## config.mk

```make
export PLATFORM = sky130hd
export DESIGN_NAME = delta_gauss
export DESIGN_NICKNAME = d
export VERILOG_FILES = /design/src/rtl/delta_gauss_pkg.sv /design/src/rtl/gauss_121_row.sv /design/src/rtl/delta_gauss.sv
export SDC_FILE = /design/constraint.sdc
export NUM_CORES = 2
export LEC_CHECK = 0
export ABC_AREA = 1
export CAP_MARGIN = 0
export CORE_MARGIN = 2
export CORE_UTILIZATION = 60
export DETAILED_ROUTE_END_ITERATION = 10
export PLACE_DENSITY = 0.87
export SYNTH_ARGS = -nofsm -noshare
export SYNTH_HDL_FRONTEND = slang
export SYNTH_SLANG_ARGS = --single-unit
```

## constraint.sdc

```tcl
create_clock -name clk -period 9.5 [get_ports clk]
set_clock_uncertainty 0.15 [all_clocks]
set_input_delay 1.9 -clock clk [delete_from_list [all_inputs] [get_ports clk]]
set_output_delay 1.9 -clock clk [all_outputs]
set_load 0.02 [all_outputs]
```

## src/rtl/delta_gauss_pkg.sv

```systemverilog
// Shared types and constants for the delta_gauss motion-weight pipeline.
// Optional difference gain is enabled with DELTA_GAUSS_GAIN_EN.
package delta_gauss_pkg;

    localparam int PIX_W         = 8;
    localparam int DEF_PPB       = 16;
    localparam int DEF_IMAGE_DIM = 512;
    localparam int BEATS_PER_ROW = DEF_IMAGE_DIM / DEF_PPB;

    typedef enum logic [1:0] {
        ST_EMPTY,
        ST_HOLD,
        ST_FLUSH
    } state_t;

    function automatic int beats_per_row(input int dim, input int ppb);
        return dim / ppb;
    endfunction

endpackage

```

## src/rtl/gauss_121_row.sv

```systemverilog
// Horizontal [1 2 1] smoothing of one beat of difference pixels,
// with carries from neighbouring beats and edge replication at row ends.
module gauss_121_row
    import delta_gauss_pkg::*;
#(
    parameter int PIXELS_PER_BEAT = 16,
    parameter int DATA_WIDTH      = 8 * PIXELS_PER_BEAT
) (
    input  logic [DATA_WIDTH-1:0] d_in,
    input  logic [PIX_W-1:0]      l_carry,
    input  logic [PIX_W-1:0]      r_carry,
    input  logic                  row_start,
    input  logic                  row_end,
    output logic [DATA_WIDTH-1:0] g_out
);

    for (genvar j = 0; j < PIXELS_PER_BEAT; j++) begin : g_pix
        logic [PIX_W-1:0] c;
        logic [PIX_W-1:0] l;
        logic [PIX_W-1:0] r;
        logic [PIX_W+1:0] s;

        assign c = d_in[PIX_W*j +: PIX_W];

        if (j == 0) begin : g_l_edge
            assign l = row_start ? c : l_carry;
        end else begin : g_l_in
            assign l = d_in[PIX_W*(j-1) +: PIX_W];
        end

        if (j == PIXELS_PER_BEAT - 1) begin : g_r_edge
            assign r = row_end ? c : r_carry;
        end else begin : g_r_in
            assign r = d_in[PIX_W*(j+1) +: PIX_W];
        end

        assign s = {2'b00, l} + {1'b0, c, 1'b0} + {2'b00, r}
                 + (PIX_W+2)'(2);
        assign g_out[PIX_W*j +: PIX_W] = PIX_W'(s >> 2);
    end

endmodule

```

## src/rtl/delta_gauss.sv

```systemverilog
// Per-pixel |new-old| smoothed horizontally, one beat held for the right carry.
// Define DELTA_GAUSS_GAIN_EN to scale the difference by 2^GAIN_SHIFT (saturating).
module delta_gauss
    import delta_gauss_pkg::*;
#(
    parameter int PIXELS_PER_BEAT = 16,
    parameter int IMAGE_DIM       = 512,
    parameter int DATA_WIDTH      = 8 * PIXELS_PER_BEAT,
    parameter int GAIN_SHIFT      = 2
) (
    input  logic                  clk,
    input  logic                  rst_n,
    input  logic                  stall,
    input  logic                  in_valid,
    input  logic [DATA_WIDTH-1:0] old_frame,
    input  logic [DATA_WIDTH-1:0] new_frame,
    output logic                  out_valid,
    output logic [DATA_WIDTH-1:0] old_frame_d,
    output logic [DATA_WIDTH-1:0] new_frame_d,
    output logic [DATA_WIDTH-1:0] del_gauss,
    output logic                  frame_end
);

    localparam int BPR = beats_per_row(IMAGE_DIM, PIXELS_PER_BEAT);
    localparam int CW  = (BPR > 1) ? $clog2(BPR) : 1;
    localparam int RW  = (IMAGE_DIM > 1) ? $clog2(IMAGE_DIM) : 1;
    localparam logic [CW-1:0] COL_LAST = CW'(BPR - 1);
    localparam logic [RW-1:0] ROW_LAST = RW'(IMAGE_DIM - 1);

`ifdef DELTA_GAUSS_GAIN_EN
    localparam int EFF_SHIFT = GAIN_SHIFT;
`else
    // difference gain is compiled out in this build
    localparam int EFF_SHIFT = 0 * GAIN_SHIFT;
`endif

    state_t                st_q, st_d;
    logic [DATA_WIDTH-1:0] hold_dif_q, hold_dif_d;
    logic [DATA_WIDTH-1:0] hold_old_q, hold_old_d;
    logic [DATA_WIDTH-1:0] hold_new_q, hold_new_d;
    logic                  hold_rs_q, hold_rs_d;
    logic                  hold_re_q, hold_re_d;
    logic [PIX_W-1:0]      lcarry_q, lcarry_d;
    logic [CW-1:0]         col_q, col_d;
    logic [RW-1:0]         row_q, row_d;
    logic                  ov_q, ov_d;
    logic                  fe_q, fe_d;
    logic [DATA_WIDTH-1:0] del_q, del_d;
    logic [DATA_WIDTH-1:0] oo_q, oo_d;
    logic [DATA_WIDTH-1:0] on_q, on_d;

    logic [DATA_WIDTH-1:0] cur_dif;
    logic [DATA_WIDTH-1:0] g_held;
    logic                  cur_rs;
    logic                  cur_re;
    logic                  cur_last;
    logic                  emit;
    logic                  fend;

    for (genvar j = 0; j < PIXELS_PER_BEAT; j++) begin : g_dif
        logic [PIX_W-1:0] a;
        logic [PIX_W-1:0] b;
        logic [PIX_W-1:0] ad;
        logic [15:0]      sh;

        assign a  = new_frame[PIX_W*j +: PIX_W];
        assign b  = old_frame[PIX_W*j +: PIX_W];
        assign ad = (a >= b) ? (a - b) : (b - a);
        assign sh = {8'd0, ad} << EFF_SHIFT;
        assign cur_dif[PIX_W*j +: PIX_W] = (sh > 16'd255) ? 8'hff : sh[7:0];
    end

    // right neighbour of the held beat is the first pixel of the arriving beat
    gauss_121_row #(
        .PIXELS_PER_BEAT(PIXELS_PER_BEAT),
        .DATA_WIDTH     (DATA_WIDTH)
    ) u_gauss (
        .d_in     (hold_dif_q),
        .l_carry  (lcarry_q),
        .r_carry  (cur_dif[PIX_W-1:0]),
        .row_start(hold_rs_q),
        .row_end  (hold_re_q),
        .g_out    (g_held)
    );

    assign cur_rs   = (col_q == '0);
    assign cur_re   = (col_q == COL_LAST);
    assign cur_last = cur_re && (row_q == ROW_LAST);

    always_comb begin
        st_d       = st_q;
        hold_dif_d = hold_dif_q;
        hold_old_d = hold_old_q;
        hold_new_d = hold_new_q;
        hold_rs_d  = hold_rs_q;
        hold_re_d  = hold_re_q;
        lcarry_d   = lcarry_q;
        col_d      = col_q;
        row_d      = row_q;
        ov_d       = ov_q;
        fe_d       = fe_q;
        del_d      = del_q;
        oo_d       = oo_q;
        on_d       = on_q;
        emit       = 1'b0;
        fend       = 1'b0;

        if (!stall) begin
            ov_d = 1'b0;
            fe_d = 1'b0;

            unique case (st_q)
                ST_EMPTY: begin
                    if (in_valid) st_d = cur_last ? ST_FLUSH : ST_HOLD;
                end
                ST_HOLD: begin
                    if (in_valid) begin
                        emit = 1'b1;
                        st_d = cur_last ? ST_FLUSH : ST_HOLD;
                    end
                end
                ST_FLUSH: begin
                    emit = 1'b1;
                    fend = 1'b1;
                    if (in_valid) st_d = cur_last ? ST_FLUSH : ST_HOLD;
                    else          st_d = ST_EMPTY;
                end
                default: st_d = ST_EMPTY;
            endcase

            if (emit) begin
                ov_d     = 1'b1;
                fe_d     = fend;
                del_d    = g_held;
                oo_d     = hold_old_q;
                on_d     = hold_new_q;
                lcarry_d = hold_dif_q[DATA_WIDTH-1 -: PIX_W];
            end

            if (in_valid) begin
                hold_dif_d = cur_dif;
                hold_old_d = old_frame;
                hold_new_d = new_frame;
                hold_rs_d  = cur_rs;
                hold_re_d  = cur_re;
                if (cur_re) begin
                    col_d = '0;
                    row_d = (row_q == ROW_LAST) ? '0 : row_q + 1'b1;
                end else begin
                    col_d = col_q + 1'b1;
                end
            end
        end
    end

    always_ff @(posedge clk) begin
        if (!rst_n) begin
            st_q       <= ST_EMPTY;
            hold_dif_q <= '0;
            hold_old_q <= '0;
            hold_new_q <= '0;
            hold_rs_q  <= 1'b0;
            hold_re_q  <= 1'b0;
            lcarry_q   <= '0;
            col_q      <= '0;
            row_q      <= '0;
            ov_q       <= 1'b0;
            fe_q       <= 1'b0;
            del_q      <= '0;
            oo_q       <= '0;
            on_q       <= '0;
        end else begin
            st_q       <= st_d;
            hold_dif_q <= hold_dif_d;
            hold_old_q <= hold_old_d;
            hold_new_q <= hold_new_d;
            hold_rs_q  <= hold_rs_d;
            hold_re_q  <= hold_re_d;
            lcarry_q   <= lcarry_d;
            col_q      <= col_d;
            row_q      <= row_d;
            ov_q       <= ov_d;
            fe_q       <= fe_d;
            del_q      <= del_d;
            oo_q       <= oo_d;
            on_q       <= on_d;
        end
    end

    assign out_valid   = ov_q;
    assign frame_end   = fe_q;
    assign del_gauss   = del_q;
    assign old_frame_d = oo_q;
    assign new_frame_d = on_q;

endmodule
```

==> flow_summary_export.csv <==
group,metric,value,unit
clocking,cts_buffers,86,
cells_and_area,seqCellArea,15900,µm²
clocking,postCtsSetupRepairBufs,0,
sta,fin_tns_setup,0,ns
sta,relSlewSlack,21.1,%
worst_setup_path,start_kind,"input port",
sta,worst_pin_slew,1.18,ns
sta,min_period,5.65,ns
clocking,cts_root_buf,"clkbuf_16",
floorplan,ioPinCount,646,
power_and_ir_drop,totalPowerFinal,9630,µW
sta,period_share,59.5,%
synthesis,ys_types,41,
sta,drv_slew,0,
floorplan,start_util,60.6,%
worst_setup_path,worstPathCellList,"clkdlybuf4s50_1 -> inv_1 -> ha_1 -> inv_1 -> fa_1 -> nand3_1 -> nand2_1 -> nand2_1 -> nand3_4 -> o21ai_0 -> o21ai_1 -> xor2_1 -> nand2_1 -> nand2_1 -> fa_1 -> ha_1 -> nand2_1 -> nor2_1 -> a211oi_1 -> nand3_1 -> nand2_1 -> nor2_1 -> nor2_1",
clocking,cts_tree,"built",
worst_setup_path,path_common_cell,"nand2_1",
routing,drtPass1Iterations,6,
cells_and_area,final_layout_size_suffix_gt1_share,3.05,%
cells_and_area,nFillCells,5622,
floorplan,die_h,278,µm
placement,io_buffers,645,
cells_and_area,multi_input_area,25000,µm²
clocking,cts_max_path_buffers,3,
floorplan,die_area,77400,µm²
worst_setup_path,crit_path_max_fanout,9,
sta,finalHoldViolCount,0,
synthesis,synth_seq_cells,796,
worst_setup_path,path_class,"input port to flop",
routing,wl_per_cell,18.0,µm
placement,place_congestion,0.926,
worst_setup_path,worstPathArrival,6.09,ns
worst_setup_path,cp_top_family,"adder cells",
synthesis,syn-cell-area,45100,µm²
global_route,antenna_found_initial,3,
power_and_ir_drop,leakagePower,0.0257,µW
job,max_cap_viol_count,0,
sta,rsz0062_at_grt,"false",
global_route,grt_max_degree,209,
synthesis,syn_nets,6678,
clocking,numClockSinks,796,
power_and_ir_drop,ir_drop,0.000144,V
synthesis,ys_seq_area_share,35.3,%
worst_setup_path,crit_slowest_cell,"clkdlybuf4s50_1",
floorplan,fp.dieW,278,µm
sta,setup_violations,0,
clocking,path_clk_slew,0.06,ns
synthesis,ys_warn_count,0,
worst_setup_path,cpPeakStageDelay,0.43,ns
cells_and_area,nets,7120,
outcome,status,"complete, no violations",
sta,setup_ws,3.85,ns
worst_setup_path,path_buf_inv,3,
floorplan,core-area,74400,µm²
global_route,first_global_vias,40030,
routing,drc,0,
routing,dr.first_iter.drc_count,2858,
min_path,min_path_type,"flop to flop",
routing,finalWirelength,132000,µm
synthesis,synth_area_per_cell,7.67,µm²
placement,hpwl,94700,µm
synthesis,syn_inst,5885,
global_route,track_usage,33.3,%
clocking,post_cts_resized,0,
global_route,grt-ovfl-total,0,
global_route,grt_first_pass_wirelength,210000,µm
clocking,clk_latency,0.64,ns
cells_and_area,area_growth_syn_to_layout,21.1,%
floorplan,rows,100,
sta,fmax,177,MHz
clocking,hold_buffers,0,
worst_setup_path,endpoint_kind,"flop",
power_and_ir_drop,powerDensity,176,nW/µm²
routing,vias,41153,
clocking,htreeDepth,3,
placement,preCtsSetupSlack,3.24,ns
routing,postRouteAntennaNets,0,
worst_setup_path,cp.required,9.93,ns
routing,vias_per_cell,5.59,
## flip-flops by register name, summed over array words and instances (netlist names)
name	flops
out_valid	1
lcarry_q	8
hold_old_q	128
row_q	9
hold_re_q	1
hold_dif_q	128
hold_rs_q	1
del_gauss	128
col_q	5
st_q	2
new_frame_d	128
frame_end	1
hold_new_q	128
old_frame_d	128
## worst paths after layout
| kind | startpoint | to | slack, ns | depth (start not counted) |
|---|---|---|---|---|
| max | new_frame[0] | del_gauss[126] | 3.85 | 23 |
| min | lcarry_q[1] | lcarry_q[1] | 0.33 | 2 |
| max reg2reg | st_q[1] | del_gauss[64] | 5.36 | 7 |
| min reg2reg | lcarry_q[1] | lcarry_q[1] | 0.33 | 2 |
## cells in the mapped netlist, drive strengths merged
library cell  instances  area share, %
nor2                855            7.1
dfxtp               796             35
o21ai               778            8.6
inv                 753            6.3
nand2               621            5.3
a21oi               503            5.7
ha                  405             11
clkbuf              229            2.0
nand3               183            2.1
xor2                132            2.6
fa                  128            5.7
o211ai              112            1.9
xnor2                90            1.7
buf                  80           0.96
a21o                 63            1.0
nand4                35           0.49
o221ai               34           0.66
o21a                 29           0.48
a211oi               21           0.36
o21bai               15           0.25
nor3                  9           0.10
a31oi                 7          0.097
nor4                  3          0.042
a21boi                1          0.017
clkinv                1         0.0083
mux2i                 1          0.022
nand3b                1          0.017
## layer usage
layer  up-vias  global-route usage [%]  wire length (µm)
met2      1366                    55.8             62200
li1      20057                       -                 -
met4         6                    14.9              6190
met1     19363                    40.9             53500
met5         -                       0                28
met3       361                    7.41             10500
## tightest hold or removal path, stage by stage, from the launching register on
cell     delay (ns)
dfxtp_1        0.32
inv_1          0.06
a21oi_1        0.05
## report_power, final
part / internal (µW) / total [µW] / switching [µW]
Clock: 2090 / 3560 / 1480
Combinational: 949 / 2310 / 1360
Sequential: 3550 / 3750 / 199
Total: 6590 / 9630 / 3040
## placed cells by master (no fill, tap or decap), types with 63 or more instances in the layout
cell and count:
a21o_1 63, nand3_1 178, nor2_1 853, inv_1 749, o211ai_1 112, a21oi_1 498, xor2_1 132, xnor2_1 90
ha_1 405, dfxtp_1 796, nand2_1 607, fa_1 128, clkbuf_16 87, o21ai_0 730, clkdlybuf4s50_1 644
## final cells by class
class / count / share of cell area (%)
inverters: 754 / 5.20
diodes: 1 / 0.00458
repair buffers: 663 / 12.1
multi-input cells: 4026 / 45.8
clock buffers: 119 / 4.55
flip-flops and latches: 796 / 29.2
well taps: 969 / 2.22
clock inverters: 39 / 0.902
## through the flow
stage	std cells	cell area [µm²]	hold WS, ns	util [%]
after floorplan	5885	45100	0.270	-
after global placement	7208	51700	0.300	69.4
after detailed placement	7208	51700	0.313	69.4
after CTS	7366	54600	0.322	73.4
after global routing	7366	54600	0.354	73.4
final	7367	54600	0.326	73.4
## cell families (layout without fill, tap and decap cells)
group,count (synthesis),in the layout,share of synthesized area (%)
mux,1,1,0.0222
xor+xnor,222,222,4.31
buf+inv,1063,1575,9.22
simple gates,1707,1707,15.2
compound gates,1563,1563,19.1
other cells,0,1,0
flops,796,796,35.3
fa+ha+maj,533,533,16.9
Power figures use the tool's default switching activity.
